$ cat config.mk
export PLATFORM = sky130hd
export DESIGN_NAME = pxs_multi_ball
export DESIGN_NICKNAME = d
export VERILOG_FILES = /design/src/rtl/pxs_pkg.sv /design/src/rtl/pxs_bounce_step.sv /design/src/rtl/pxs_multi_ball.sv
export SDC_FILE = /design/constraint.sdc
export NUM_CORES = 1
export LEC_CHECK = 0
export ABC_AREA = 0
export CAP_MARGIN = 15
export CORE_ASPECT_RATIO = 1.4
export CORE_UTILIZATION = 50
export CTS_CLUSTER_DIAMETER = 120
export DETAILED_ROUTE_END_ITERATION = 8
export PLACE_DENSITY = 0.69
export SETUP_SLACK_MARGIN = 0.02
export SYNTH_ARGS = -nofsm -noshare
export SYNTH_HDL_FRONTEND = slang
export SYNTH_SLANG_ARGS = --single-unit
$ cat constraint.sdc
create_clock -name px_clk -period 5.42 [get_ports px_clk]
set_clock_uncertainty 0.15 [all_clocks]
set_input_delay 0.813 -clock px_clk [delete_from_list [all_inputs] [get_ports px_clk]]
set_output_delay 0.813 -clock px_clk [all_outputs]
set_load 0.01 [all_outputs]
$ cat src/rtl/pxs_pkg.sv
// Shared definitions for the Pxs pixel-stream stages: stream field layout,
// coordinate widths, the ball-updater state type and the speed helper.
package pxs_pkg;

    // 26-bit stream layout {B,G,R,XC[9:0],YC[9:0],HS,VS,Active}
    localparam int ACT     = 0;
    localparam int VS      = 1;
    localparam int HS      = 2;
    localparam int YC_LSB  = 3;
    localparam int XC_LSB  = 13;
    localparam int RGB_LSB = 23;
    localparam int STR_W   = 26;

    // Coordinate width and the one-bit-wider width used for signed diffs / sums
    localparam int CW  = 10;
    localparam int AW  = 11;
    localparam int SPW = 4;

    typedef enum logic [1:0] {
        IDLE = 2'd0,
        UPD  = 2'd1,
        DONE = 2'd2
    } upd_state_t;

    // Saturating speed step; simultaneous inc and dec cancel out
    function automatic logic [SPW-1:0] next_speed(
        input logic [SPW-1:0] cur,
        input logic           inc,
        input logic           dec,
        input logic [SPW-1:0] max_spd
    );
        logic [SPW-1:0] res;
        res = cur;
        if (inc && !dec && (cur < max_spd)) begin
            res = cur + 4'd1;
        end else if (dec && !inc && (cur != 4'd0)) begin
            res = cur - 4'd1;
        end else begin
            res = cur;
        end
        return res;
    endfunction

endpackage

$ cat src/rtl/pxs_bounce_step.sv
// One-axis position step with exact clamping at 0 and LIM.
// Landing exactly on an edge counts as a bounce and reverses direction.
module pxs_bounce_step
    import pxs_pkg::*;
(
    input  logic [CW-1:0]  p,
    input  logic           dir,
    input  logic [SPW-1:0] speed,
    input  logic [CW-1:0]  lim,
    output logic [CW-1:0]  p_next,
    output logic           dir_next,
    output logic           bounced
);

    logic [AW-1:0] sum_s;

    assign sum_s = {1'b0, p} + {7'b0, speed};

    // Advance or retreat by speed, clamping to the edge instead of overshooting
    always_comb begin
        p_next   = p;
        dir_next = dir;
        bounced  = 1'b0;
        if (dir == 1'b0) begin
            if (sum_s >= {1'b0, lim}) begin
                p_next   = lim;
                dir_next = 1'b1;
                bounced  = 1'b1;
            end else begin
                p_next   = sum_s[CW-1:0];
            end
        end else begin
            if ({1'b0, p} <= {7'b0, speed}) begin
                p_next   = {CW{1'b0}};
                dir_next = 1'b0;
                bounced  = 1'b1;
            end else begin
                p_next   = p - {6'b0, speed};
            end
        end
    end

endmodule

$ cat src/rtl/pxs_multi_ball.sv
// Pixel-stream overlay drawing NUM_BALLS solid bouncing rectangles.
// Three-stage pipeline (hit test, priority encode, RGB mux) plus a per-frame
// sequential position updater. Optional feature macro: PXS_BALL_HIT_EN adds
// hit_o, a one-cycle pulse when any ball bounced during the frame sweep.
module pxs_multi_ball
    import pxs_pkg::*;
#(
    parameter int          NUM_BALLS  = 4,
    parameter int          BALL_W     = 32,
    parameter int          BALL_H     = 32,
    parameter int          COLS       = 640,
    parameter int          ROWS       = 480,
    parameter int          INIT_SPEED = 1,
    parameter int          MAX_SPEED  = 15,
    parameter int          X_SPACING  = 96,
    parameter int          Y_SPACING  = 64,
    parameter logic [23:0] BALL_RGB   = 24'o76543217
)(
    input  logic             px_clk,
    input  logic             rst,
    input  logic             en_i,
    input  logic             speed_inc_i,
    input  logic             speed_dec_i,
    input  logic [STR_W-1:0] RGBStr_i,
    output logic [STR_W-1:0] RGBStr_o
`ifdef PXS_BALL_HIT_EN
    ,
    output logic             hit_o
`endif
);

    localparam logic [CW-1:0]  LIM_X    = CW'(COLS - BALL_W);
    localparam logic [CW-1:0]  LIM_Y    = CW'(ROWS - BALL_H);
    localparam logic [CW-1:0]  TRIG_X   = CW'(COLS - 1);
    localparam logic [CW-1:0]  TRIG_Y   = CW'(ROWS - 1);
    localparam logic [2:0]     LAST_IDX = 3'(NUM_BALLS - 1);
    localparam logic [SPW-1:0] INIT_SPD = SPW'(INIT_SPEED);
    localparam logic [SPW-1:0] MAX_SPD  = SPW'(MAX_SPEED);

    if ((NUM_BALLS < 1) || (NUM_BALLS > 8)) begin : g_bad_num
        $error("pxs_multi_ball: NUM_BALLS must be 1..8");
    end
    if ((NUM_BALLS - 1) * X_SPACING > COLS - BALL_W) begin : g_bad_xsp
        $error("pxs_multi_ball: X_SPACING places a ball beyond COLS-BALL_W");
    end
    if ((NUM_BALLS - 1) * Y_SPACING > ROWS - BALL_H) begin : g_bad_ysp
        $error("pxs_multi_ball: Y_SPACING places a ball beyond ROWS-BALL_H");
    end

    // Ball state
    logic [CW-1:0]        x_r [NUM_BALLS];
    logic [CW-1:0]        y_r [NUM_BALLS];
    logic [NUM_BALLS-1:0] dx_r;
    logic [NUM_BALLS-1:0] dy_r;
    logic [SPW-1:0]       speed_r;
    logic                 pend_inc_r;
    logic                 pend_dec_r;
    upd_state_t           state_r;
    logic [2:0]           idx_r;

    // Pipeline
    logic [NUM_BALLS-1:0] inside_s;
    logic [NUM_BALLS-1:0] inside_r;
    logic [STR_W-1:0]     str0_r;
    logic [STR_W-1:0]     str1_r;
    logic                 hit_s;
    logic [2:0]           col_s;
    logic                 hit1_r;
    logic [2:0]           col1_r;

    // Updater datapath
    logic [CW-1:0] xc_in_s;
    logic [CW-1:0] yc_in_s;
    logic          trig_s;
    logic [CW-1:0] cur_x_s;
    logic [CW-1:0] cur_y_s;
    logic          cur_dx_s;
    logic          cur_dy_s;
    logic [CW-1:0] nx_s;
    logic [CW-1:0] ny_s;
    logic          ndx_s;
    logic          ndy_s;
    logic          bx_bounce_s;
    logic          by_bounce_s;

    assign xc_in_s = RGBStr_i[XC_LSB +: CW];
    assign yc_in_s = RGBStr_i[YC_LSB +: CW];
    assign trig_s  = en_i && (xc_in_s == TRIG_X) && (yc_in_s == TRIG_Y);

    // S0 hit test: 11-bit signed offsets, inside when 0 <= offset < size
    for (genvar gi = 0; gi < NUM_BALLS; gi++) begin : g_ball
        logic [AW-1:0] bx_s;
        logic [AW-1:0] by_s;
        assign bx_s = {1'b0, xc_in_s} - {1'b0, x_r[gi]};
        assign by_s = {1'b0, yc_in_s} - {1'b0, y_r[gi]};
        assign inside_s[gi] = (bx_s[AW-1] == 1'b0) && (bx_s < AW'(BALL_W)) &&
                              (by_s[AW-1] == 1'b0) && (by_s < AW'(BALL_H));
    end

    // S1 priority encode: iterate high to low so the lowest index wins
    always_comb begin
        hit_s = 1'b0;
        col_s = 3'b000;
        for (int i = NUM_BALLS - 1; i >= 0; i--) begin
            hit_s = hit_s | inside_r[i];
            col_s = inside_r[i] ? BALL_RGB[3*i +: 3] : col_s;
        end
    end

    // Three-stage overlay pipeline; non-colour fields pass through untouched
    always_ff @(posedge px_clk) begin
        if (rst) begin
            inside_r <= {NUM_BALLS{1'b0}};
            str0_r   <= {STR_W{1'b0}};
            str1_r   <= {STR_W{1'b0}};
            hit1_r   <= 1'b0;
            col1_r   <= 3'b000;
            RGBStr_o <= {STR_W{1'b0}};
        end else begin
            inside_r <= inside_s;
            str0_r   <= RGBStr_i;
            str1_r   <= str0_r;
            hit1_r   <= hit_s;
            col1_r   <= col_s;
            RGBStr_o <= {(hit1_r && str1_r[ACT] && en_i) ? col1_r : str1_r[RGB_LSB +: 3],
                         str1_r[RGB_LSB-1:0]};
        end
    end

    // Select the ball currently addressed by the updater
    always_comb begin
        cur_x_s  = {CW{1'b0}};
        cur_y_s  = {CW{1'b0}};
        cur_dx_s = 1'b0;
        cur_dy_s = 1'b0;
        for (int i = 0; i < NUM_BALLS; i++) begin
            cur_x_s  = cur_x_s  | (x_r[i] & {CW{idx_r == 3'(i)}});
            cur_y_s  = cur_y_s  | (y_r[i] & {CW{idx_r == 3'(i)}});
            cur_dx_s = cur_dx_s | (dx_r[i] & (idx_r == 3'(i)));
            cur_dy_s = cur_dy_s | (dy_r[i] & (idx_r == 3'(i)));
        end
    end

    pxs_bounce_step u_step_x (
        .p        (cur_x_s),
        .dir      (cur_dx_s),
        .speed    (speed_r),
        .lim      (LIM_X),
        .p_next   (nx_s),
        .dir_next (ndx_s),
        .bounced  (bx_bounce_s)
    );

    pxs_bounce_step u_step_y (
        .p        (cur_y_s),
        .dir      (cur_dy_s),
        .speed    (speed_r),
        .lim      (LIM_Y),
        .p_next   (ny_s),
        .dir_next (ndy_s),
        .bounced  (by_bounce_s)
    );

`ifdef PXS_BALL_HIT_EN
    logic bounce_acc_r;
`else
    logic unused_bounce_s;
    assign unused_bounce_s = bx_bounce_s ^ by_bounce_s;
`endif

    // Frame updater: latch speed on entry, then sweep one ball per cycle
    always_ff @(posedge px_clk) begin
        if (rst) begin
            state_r    <= IDLE;
            idx_r      <= 3'd0;
            speed_r    <= INIT_SPD;
            pend_inc_r <= 1'b0;
            pend_dec_r <= 1'b0;
            for (int i = 0; i < NUM_BALLS; i++) begin
                x_r[i]  <= CW'(i * X_SPACING);
                y_r[i]  <= CW'(i * Y_SPACING);
                dx_r[i] <= 1'(i % 2);
                dy_r[i] <= 1'((i / 2) % 2);
            end
`ifdef PXS_BALL_HIT_EN
            bounce_acc_r <= 1'b0;
            hit_o        <= 1'b0;
`endif
        end else begin
            pend_inc_r <= pend_inc_r | speed_inc_i;
            pend_dec_r <= pend_dec_r | speed_dec_i;
            case (state_r)
                IDLE: begin
                    if (trig_s) begin
                        state_r    <= UPD;
                        idx_r      <= 3'd0;
                        speed_r    <= next_speed(speed_r, pend_inc_r | speed_inc_i,
                                                 pend_dec_r | speed_dec_i, MAX_SPD);
                        pend_inc_r <= 1'b0;
                        pend_dec_r <= 1'b0;
`ifdef PXS_BALL_HIT_EN
                        bounce_acc_r <= 1'b0;
`endif
                    end else begin
                        state_r <= IDLE;
                    end
                end
                UPD: begin
                    for (int i = 0; i < NUM_BALLS; i++) begin
                        if (idx_r == 3'(i)) begin
                            x_r[i]  <= nx_s;
                            y_r[i]  <= ny_s;
                            dx_r[i] <= ndx_s;
                            dy_r[i] <= ndy_s;
                        end
                    end
`ifdef PXS_BALL_HIT_EN
                    bounce_acc_r <= bounce_acc_r | bx_bounce_s | by_bounce_s;
`endif
                    if (idx_r == LAST_IDX) begin
                        state_r <= DONE;
`ifdef PXS_BALL_HIT_EN
                        hit_o   <= bounce_acc_r | bx_bounce_s | by_bounce_s;
`endif
                    end else begin
                        idx_r <= idx_r + 3'd1;
                    end
                end
                DONE: begin
                    state_r <= IDLE;
`ifdef PXS_BALL_HIT_EN
                    hit_o   <= 1'b0;
`endif
                end
                default: begin
                    state_r <= IDLE;
                end
            endcase
        end
    end

endmodule

Word-level counts from Yosys, hierarchy flattened
Memory sizes are Yosys's and may differ from the RTL's.
Index checks and enable logic that the tools add are counted.
{"block": "totals", "regBits": 105, "output_inout_bits": 26, "mem_bits_rw": 80, "mem_count": 2, "input_bits": 31}
{"block": "classes", "n_mux": 55, "addsub": 15, "bitwise": 49, "n_lt_le_gt_ge": 13, "reduce_logical": 33, "eq_ne": 9}
{"name": "x_r", "words": 4, "width": 10, "read_ports": 4, "rd_ports_with_merged_regs": 0, "write_ports": 4, "line_no": "pxs_multi_ball.sv:51", "text": "logic [CW-1:0] x_r [NUM_BALLS];"}
{"name": "y_r", "words": 4, "width": 10, "read_ports": 4, "rd_ports_with_merged_regs": 0, "write_ports": 4, "line_no": "pxs_multi_ball.sv:52", "text": "logic [CW-1:0] y_r [NUM_BALLS];"}
{"operator": "2-to-1 mux 10 bit", "count": 14}
{"operator": "< comparator 11 x 6 -> 1 bit, second input constant", "count": 8}
{"operator": "subtractor 10 x 10 -> 11 bit", "count": 8}
{"operator": "AND 10 bit", "count": 8}
{"operator": "OR 10 bit", "count": 6}
{"operator": "2-to-1 mux 1 bit", "count": 29}
{"operator": "adder 10 x 4 -> 11 bit", "count": 2}
{"operator": "less-or-equal comparator 10 x 4 -> 1 bit", "count": 2}
{"operator": "logical AND 1 bit", "count": 20}
{"operator": "subtractor 10 x 4 -> 10 bit", "count": 2}
{"operator": "OR 1 bit", "count": 19}
{"operator": "2-to-1 mux 3 bit", "count": 4}
{"operator": ">= comparator 11 x 10 -> 1 bit, second input constant", "count": 1}
{"operator": ">= comparator 11 x 9 -> 1 bit, second input constant", "count": 1}
{"operator": "== test 10 bit, second input constant", "count": 1}
{"operator": "== test 10 x 9 -> 1 bit, second input constant", "count": 1}
{"operator": "AND 1 bit", "count": 8}
{"operator": "2-to-1 mux 2 bit", "count": 4}
{"operator": "2-to-1 mux 4 bit", "count": 2}
{"operator": "NOT 1 bit", "count": 8}
{"operator": "AND reduction 2 bit", "count": 4}
{"operator": "== test 3 x 2 -> 1 bit, second input constant", "count": 2}
{"operator": "inequality test 2 bit, second input constant", "count": 3}
{"operator": "case mux 3 bit (2 select lines)", "count": 1}
{"operator": "13 further kinds", "count": 16}

Longest topological paths before layout
{"block": "depth", "word_depth": 10, "mapped_depth": 19, "ltp_nobuf": 15}

Hierarchy
Synthesis repeated with hierarchy kept, for this count alone.
{"block": "unflattened", "hier_cells": 1237, "hier_area_um2": 11637.4}
{"module": "pxs_multi_ball", "area_each_um2": 9521.6, "seq_area_each_um2": 4504.3, "cells_per_inst": 963, "instances": 1}
{"module": "pxs_bounce_step at u_step_x", "area_each_um2": 1062.3, "seq_area_each_um2": 0.0, "cells_per_inst": 140, "instances": 1}
{"module": "pxs_bounce_step at u_step_y", "area_each_um2": 1053.5, "seq_area_each_um2": 0.0, "cells_per_inst": 134, "instances": 1}

Least setup slack after synthesis
No wires, ideal clock.
{"block": "synth_path", "kind": "register -> register", "startpoint": "reg idx_r[0]", "endpoint": "mem x_r[1][2], data pin", "t_arrival_ns": 3.593, "path_buffers": 4, "setup_ns": 0.272, "path_slack_ns": 1.406, "stages_incl_launch_ff": 20, "cell_sequence": "dfxtp_1 -> ha_1 -> ha_1 -> buf_4 -> buf_2 -> buf_2 -> clkbuf_1 -> nand2_1 -> o21ai_0 -> ha_1 -> inv_1 -> fa_1 -> inv_1 -> a221oi_2 -> nor4_1 -> o211ai_1 -> a32oi_1 -> o21ai_2 -> a311oi_2 -> a211oi_1"}
{"element": "from (decl)", "line_no": "pxs_multi_ball.sv:59", "text": "logic [2:0] idx_r;"}
{"element": "from (signal assigned)", "line_no": "pxs_multi_ball.sv:226", "text": "idx_r <= idx_r + 3'd1;"}
{"element": "to (decl)", "line_no": "pxs_multi_ball.sv:51"}

==> impl_metrics.toml <==
[outcome]
run_status = "finished, violations left"
violations = "design-rule violations"

[floorplanning]
die_w_um = 125
pin_count = 57
initial_core_util_pct = 51.4
rows = 62
coreArea_um2 = 20600
dieArea_um2 = 21800
die_h_um = 174

[sta]
timing_hold_violations_final = 0
rsz0062_at_grt = "false"
setup_viol = 0
slew_headroom_pct = 24.6
fin_tns_setup_ns = 0
worst_slack_ns = 0.724
max_freq_ghz = 0.213
worst_slew_pin_slew_ns = 1.13
maxSlewViolCount = 0
fin_crit_sh_pct = 86.6
min_period_ns = 4.70

[routing]
ant_nets = 0
firstDrtPassIters = 9
routedWlPerCell_um = 20.0
num_vias = 8722
vias_per_cell = 6.07
drtIter0Drc = 973
drc = 14
routed_wirelength_um = 28700

[logic_synthesis]
synth-seq-cells = 185
synth-seq-area-share_pct = 42.5
async_flop_share_pct = 0
synth_edf_count = 80
synthDistinctLibCells = 77
synthFlopType = "dfxtp_1"
synth.avg_cell_area_um2 = 9.46
synth_cells = 1121
yosys_warnings = 0
synth_area_um2 = 10600
synthesis.nets = 1252

[clock_network]
cts_resized = 0
root_buffer = "clkbuf_16"
clk_path_buf_depth = 2
clk_latency_ns = 0.44
clock_sinks = 185
htreeDepth = 4
cts-buffers-inserted = 17
cts_hold_buf = 0
cts.clk_slew.worst_paths_ns = 0.07
cts_tree = "built"
postCtsSetupRepairBufs = 0

[placement]
place.gp.congestion = 0.989
dpl.hpwl_um = 21500
portBuffers = 56
pre_cts_ws_ns = 0.863
dp.cells = 1405

[setup_path]
critical_path_class = "flop to flop"
cp_max_fo = 14
worst_path_max_delay_cell = "a21oi_1"
cp-startpoint = "idx_r[0]"
crit_end = "y_r[2][3]"
critPathArrivalTime_ns = 4.80
crit_required_ns = 5.52
crit_chain = "ha_1 -> a222oi_1 -> o21ai_0 -> inv_1 -> fa_1 -> o21ai_0 -> a2111oi_0 -> a21oi_1 -> inv_1 -> o21ai_0 -> a31oi_1 -> nor3_1"
reg2reg_to = "y_r[2][3]"
cpPeakStageDelay_ns = 0.71
reg2reg_depth = 12
cp-start-kind = "flop"
reg2reg_from = "idx_r[0]"
endpoint_kind = "flop"
reg2reg_slack_ns = 0.72
cpMostUsedCell = "o21ai_0"

[finish]
regArea_um2 = 4500
area_growth_pct = 12.8
utilization_pct = 58.0
drive_above_1_share_pct = 4.75
num-fill-cells = 1784
diodes = 0
stdcell_count = 1436
num-nets-final = 1299
multi_input_area_um2 = 5510

[pwr]
p_per_area_nw_per_um2 = 260
vdd_drop_max_v = 0.000243
p_leak_nw = 4.84

[global_routing]
grt_max_degree = 91
grt-ovfl-total = 0
grt_pass1_vias = 8359
grt_pass1_wl_um = 44800
gr-usage-all-layers_pct = 27.1
antenna_found_initial = 0

[worst_hold_path]
hold_path_class = "flop to flop"

[flow_run]
max_cap_violations = 0
[cells by family (layout without fill, tap and decap cells)]
kind of cell / count (synthesis) / count (layout) / synth area share (%)
fa+ha+maj: 100 / 100 / 12.2
mux: 11 / 11 / 1.05
xor+xnor: 26 / 26 / 2.15
compound gates: 266 / 266 / 18.2
flops: 185 / 185 / 42.5
buf+inv: 144 / 203 / 5.51
simple gates: 389 / 389 / 18.5
[power breakdown]
group          switching, W  internal [W]  leakage [nW]
sequential        0.0000223       0.00149          1.65
combinational      0.000206      0.000148          2.91
clock              0.000526      0.000714         0.283
[placed cells by master, fill, tap and decap left out, drive strengths merged, types with 22 or more instances in the layout]
master	count
clkdlybuf4s50	55
inv	106
nand2	72
a21oi	48
o21ai	47
nor3	31
a21o	23
a211oi	22
nor2	109
ha	95
nor2b	89
edfxtp	80
dfxtp	105
[cell usage after synthesis (all sizes together), types with 6 or more instances]
master | n | area share [%]
a2111oi | 6 | 0.50
a211oi | 22 | 1.6
a21o | 23 | 1.6
a21oi | 48 | 2.3
a222oi | 17 | 1.6
a22oi | 15 | 1.2
a31oi | 13 | 0.77
and2 | 8 | 0.47
buf | 17 | 1.0
clkbuf | 22 | 0.78
dfxtp | 105 | 20
edfxtp | 80 | 23
ha | 95 | 11
inv | 105 | 3.7
mux2i | 10 | 0.94
nand2 | 72 | 2.5
nand2b | 15 | 0.89
nand3 | 19 | 0.90
nand3b | 6 | 0.42
nor2 | 109 | 3.9
nor2b | 89 | 5.3
nor3 | 31 | 1.5
nor4 | 9 | 0.53
o211ai | 10 | 0.71
o21a | 8 | 0.58
o21ai | 47 | 2.3
xnor2 | 12 | 0.99
xor2 | 14 | 1.2
[flip-flops by register name, summed over array words and instances (netlist names)]
register	flops
y_r	40
dx_r	4
dy_r	4
str1_r	26
speed_r	4
inside_r	4
state_r	2
pend_dec_r	1
pend_inc_r	1
idx_r	3
str0_r	26
col1_r	3
hit1_r	1
x_r	40
RGBStr_o	26
[worst min path at each step]
stage	start	to	slack, ns	cells past startpoint
global placement	str1_r[3]	RGBStr_o[3]	0.27	1
global route	str1_r[11]	RGBStr_o[11]	0.30	1
CTS	str1_r[4]	RGBStr_o[4]	0.28	1
finish	str1_r[15]	RGBStr_o[15]	0.28	1
detailed placement	str1_r[15]	RGBStr_o[15]	0.27	1
floorplan	str1_r[10]	RGBStr_o[10]	0.26	1
[critical path: cells and delay by family (launching register included)]
kind / cells / cell delay [ns]
adder cells (fa/ha/maj): 2 / 1.07
flip-flops: 1 / 0.41
buffers and inverters: 2 / 0.35
AO/OA/AOI/OAI: 7 / 2.27
AND/OR/NAND/NOR: 1 / 0.26
[metal layers]
metal / global-route usage (%) / wire [um] / share of wire [%] / up-vias
met1: 31.9 / 11500 / 40 / 4098
met2: 45.9 / 13800 / 48 / 401
li1: - / - / - / 4123
met4: 17.2 / 1520 / 5.3 / 0
met5: 0 / 0 / 0 / -
met3: 4.43 / 1890 / 6.6 / 100
[layout make-up]
cell class,instances,share of cell area [%]
timing repair buffer,67,5.36
multi-input combinational,792,46.1
tap,256,2.68
clock buffer,20,3.91
sequential,185,37.7
clock inverter,11,1.00
inverter,105,3.30
[stage by stage]
step,instance area [um^2],hold slack [ns],total power (W)
finish,12000,0.282,0.00311
global route,12000,0.298,0.00321
CTS,12000,0.282,0.00312
detailed placement,11400,0.270,0.00190
global placement,11400,0.265,0.00189
floorplan,10600,0.264,0.00177
Power figures use the tool's default switching activity.
==> edit (same flow settings) <==
Encoding of `upd_state_t`: now one-hot (3 bits for 3 states).
--- a/src/rtl/pxs_pkg.sv
+++ b/src/rtl/pxs_pkg.sv
@@ -17,8 +17,8 @@
     localparam int SPW = 4;
 
-    typedef enum logic [1:0] {
-        IDLE = 2'd0,
-        UPD  = 2'd1,
-        DONE = 2'd2
+    typedef enum logic [2:0] {
+        IDLE = 3'b001,
+        UPD  = 3'b010,
+        DONE = 3'b100
     } upd_state_t;
 
Check against the original RTL: same outputs for any inputs over 10 cycles, from zero or initial values and one cycle with rst high; not proved beyond that.
==> edit against the unedited design <==
Die area increased by 2.0%; synthesized area increased by 2.0%; combinational power increased by 14%; routed wire length decreased by 1.6%; first-iteration DRC count decreased by 26%; sequential cell count increased by 1; worst setup slack got worse by 210 ps; cell area increased by 2.1%; total power increased by 1.8%; global-route usage decreased by 1.2 points; largest power group unchanged.
==> edit: results (changes against the unedited design) <==
- Outcome: complete, no violations
- Worst-Skew Late Latency: 450 ps
- Top post-synthesis cells by area: edfxtp_1, dfxtp_1, ha_1
- Leak pwr: 4.99 nW (+3.0%)
- Fillers: 1884 (+5.6%)
- Reg2reg end: x_r[2][2]
- Post-synthesis sequential area ratio: 41.8% (-0.64 points)
- First-pass GRT wire length: 44000 um (-1.9%)
- Synth Flop Type: dfxtp_1
- VDD IR max: 0.216 mV (-11%)
- Nets: 1335 (+2.8%)
- DRT iter0 DRCs: 719 (-26%)
- DP Area: 0.0116 sq mm (+2.4%)
- Synth unique cells: 81 (+5.2%)
- Clk slew on worst S/H paths: 80 ps
- Drt pass-1 iters: 6 (-3)
- M3 GR Usage: 3.48% (-0.95 points)
- Post-cts resize count: 0 (unchanged)
- Worst-Margin Slew: 1190 ps (+57.2 ps)
- IO Port Bufs: 56 (unchanged)
- CP max FO: 18 (+4)
- Post-synth top cells: nor2_1, inv_1, dfxtp_1
- Layout cells sized above 1: 6.24% (+1.5 points)
- Avg WL per Cell: 19.1 um (-4.3%)
- Gr usage total: 25.9% (-1.2 points)
- Vias in the first global route: 8346 (-0.16%)
- Tcrit/Tclk final: 90.4% (+3.8 points)
- R2R Setup Slk: 520 ps (-210 ps)
- Worst hold path startpoint: str0_r[19]
- Final HPWL DP: 20700 um (-3.6%)
- R2R cell count: 16 (+4)
- EDFF count, synth: 80 (unchanged)
- Final GP Congestion: 0.919 (-7.1%)
- Vias per cell: 5.89 (-3.0%)
- GR Util met2: 46.6% (+0.78 points)
- Grt met1 use: 30.3% (-1.6 points)
- Worst Hold Endpoint: str1_r[19]
- Largest net degree at the start of global routing: 92 (+1.1%)
==> edit: cell count changes after synthesis, moves of 4 or more <==
cell and delta:
a21oi_1 +6, a211o_1 +4, clkbuf_1 +7, a211oi_1 +5
nor3_1 -12, a21o_1 -5, a31oi_1 -9, o21a_1 +5
or3_1 +4, nand3_1 +10, nor2_1 +7
==> edit: cell type report <==
class                           count  area share (%)
Tap cell                          260            2.66
Clock inverter                     15            1.23
Clock buffer                       17            3.48
Inverter                          107            3.29
Multi-Input combinational cell    820            46.7
Timing Repair Buffer               72            5.55
Sequential cell                   186            37.0
==> edit: routing by layer <==
metal,up-vias,routed length [um]
li1,4232,-
met1,4060,11500
met2,348,14200
met3,60,1530
met4,0,1010
met5,-,0
==> edit: critical path, stage by stage, from the launching register on <==
cell and delay (ps):
dfxtp_1 350, inv_1 100, ha_1 710, a222oi_1 200, nor2_1 130, a21o_1 140
ha_1 180, inv_1 60, fa_1 420, o21bai_1 150, a21o_1 290, nand3_1 180
nor2_1 280, a311oi_2 240, a2111oi_0 720, nor3_2 150, a211oi_1 260
==> edit: cell families (layout without fill, tap and decap cells) <==
logic type | after synthesis | count (layout) | share of synthesized area, %
adders and majority gates | 100 | 100 | 11.9
AOI/OAI and AO/OA | 262 | 262 | 17.4
buffers and inverters | 148 | 211 | 5.33
DFF | 186 | 186 | 41.8
and+or+nand+nor | 417 | 417 | 20.0
muxes | 14 | 14 | 1.34
xor gates and xnor gates | 27 | 27 | 2.19
==> edit: per-stage QoR <==
| stage | std cells | power (mW) | setup slack (ps) | util (%) | hold slack [ps] |
|---|---|---|---|---|---|
| after CTS | 1477 | 3.18 | 579 | 57.6 | 287 |
| after floorplan | 1154 | 1.83 | 943 | - | 264 |
| after detailed placement | 1445 | 1.97 | 600 | 54.9 | 270 |
| after global routing | 1477 | 3.28 | 287 | 57.6 | 301 |
| after global placement | 1445 | 1.96 | 686 | 54.9 | 266 |
| final | 1477 | 3.17 | 519 | 57.6 | 284 |
==> edit: where the power goes <==
| part | switching, mW | total [mW] | internal [mW] |
|---|---|---|---|
| clock | 0.545 | 1.22 | 0.678 |
| sequential | 0.0271 | 1.54 | 1.51 |
| combinational | 0.232 | 0.404 | 0.171 |
| total | 0.805 | 3.17 | 2.36 |
==> edit: worst max-delay path by stage <==
stage | from | end | slack (ps)
floorplan | idx_r[2] | y_r[0][3] | 940
global placement | idx_r[0] | x_r[3][4] | 690
detailed placement | idx_r[0] | x_r[2][2] | 600
CTS | idx_r[0] | x_r[2][2] | 580
global route | idx_r[0] | x_r[2][2] | 290
finish | idx_r[0] | x_r[2][2] | 520
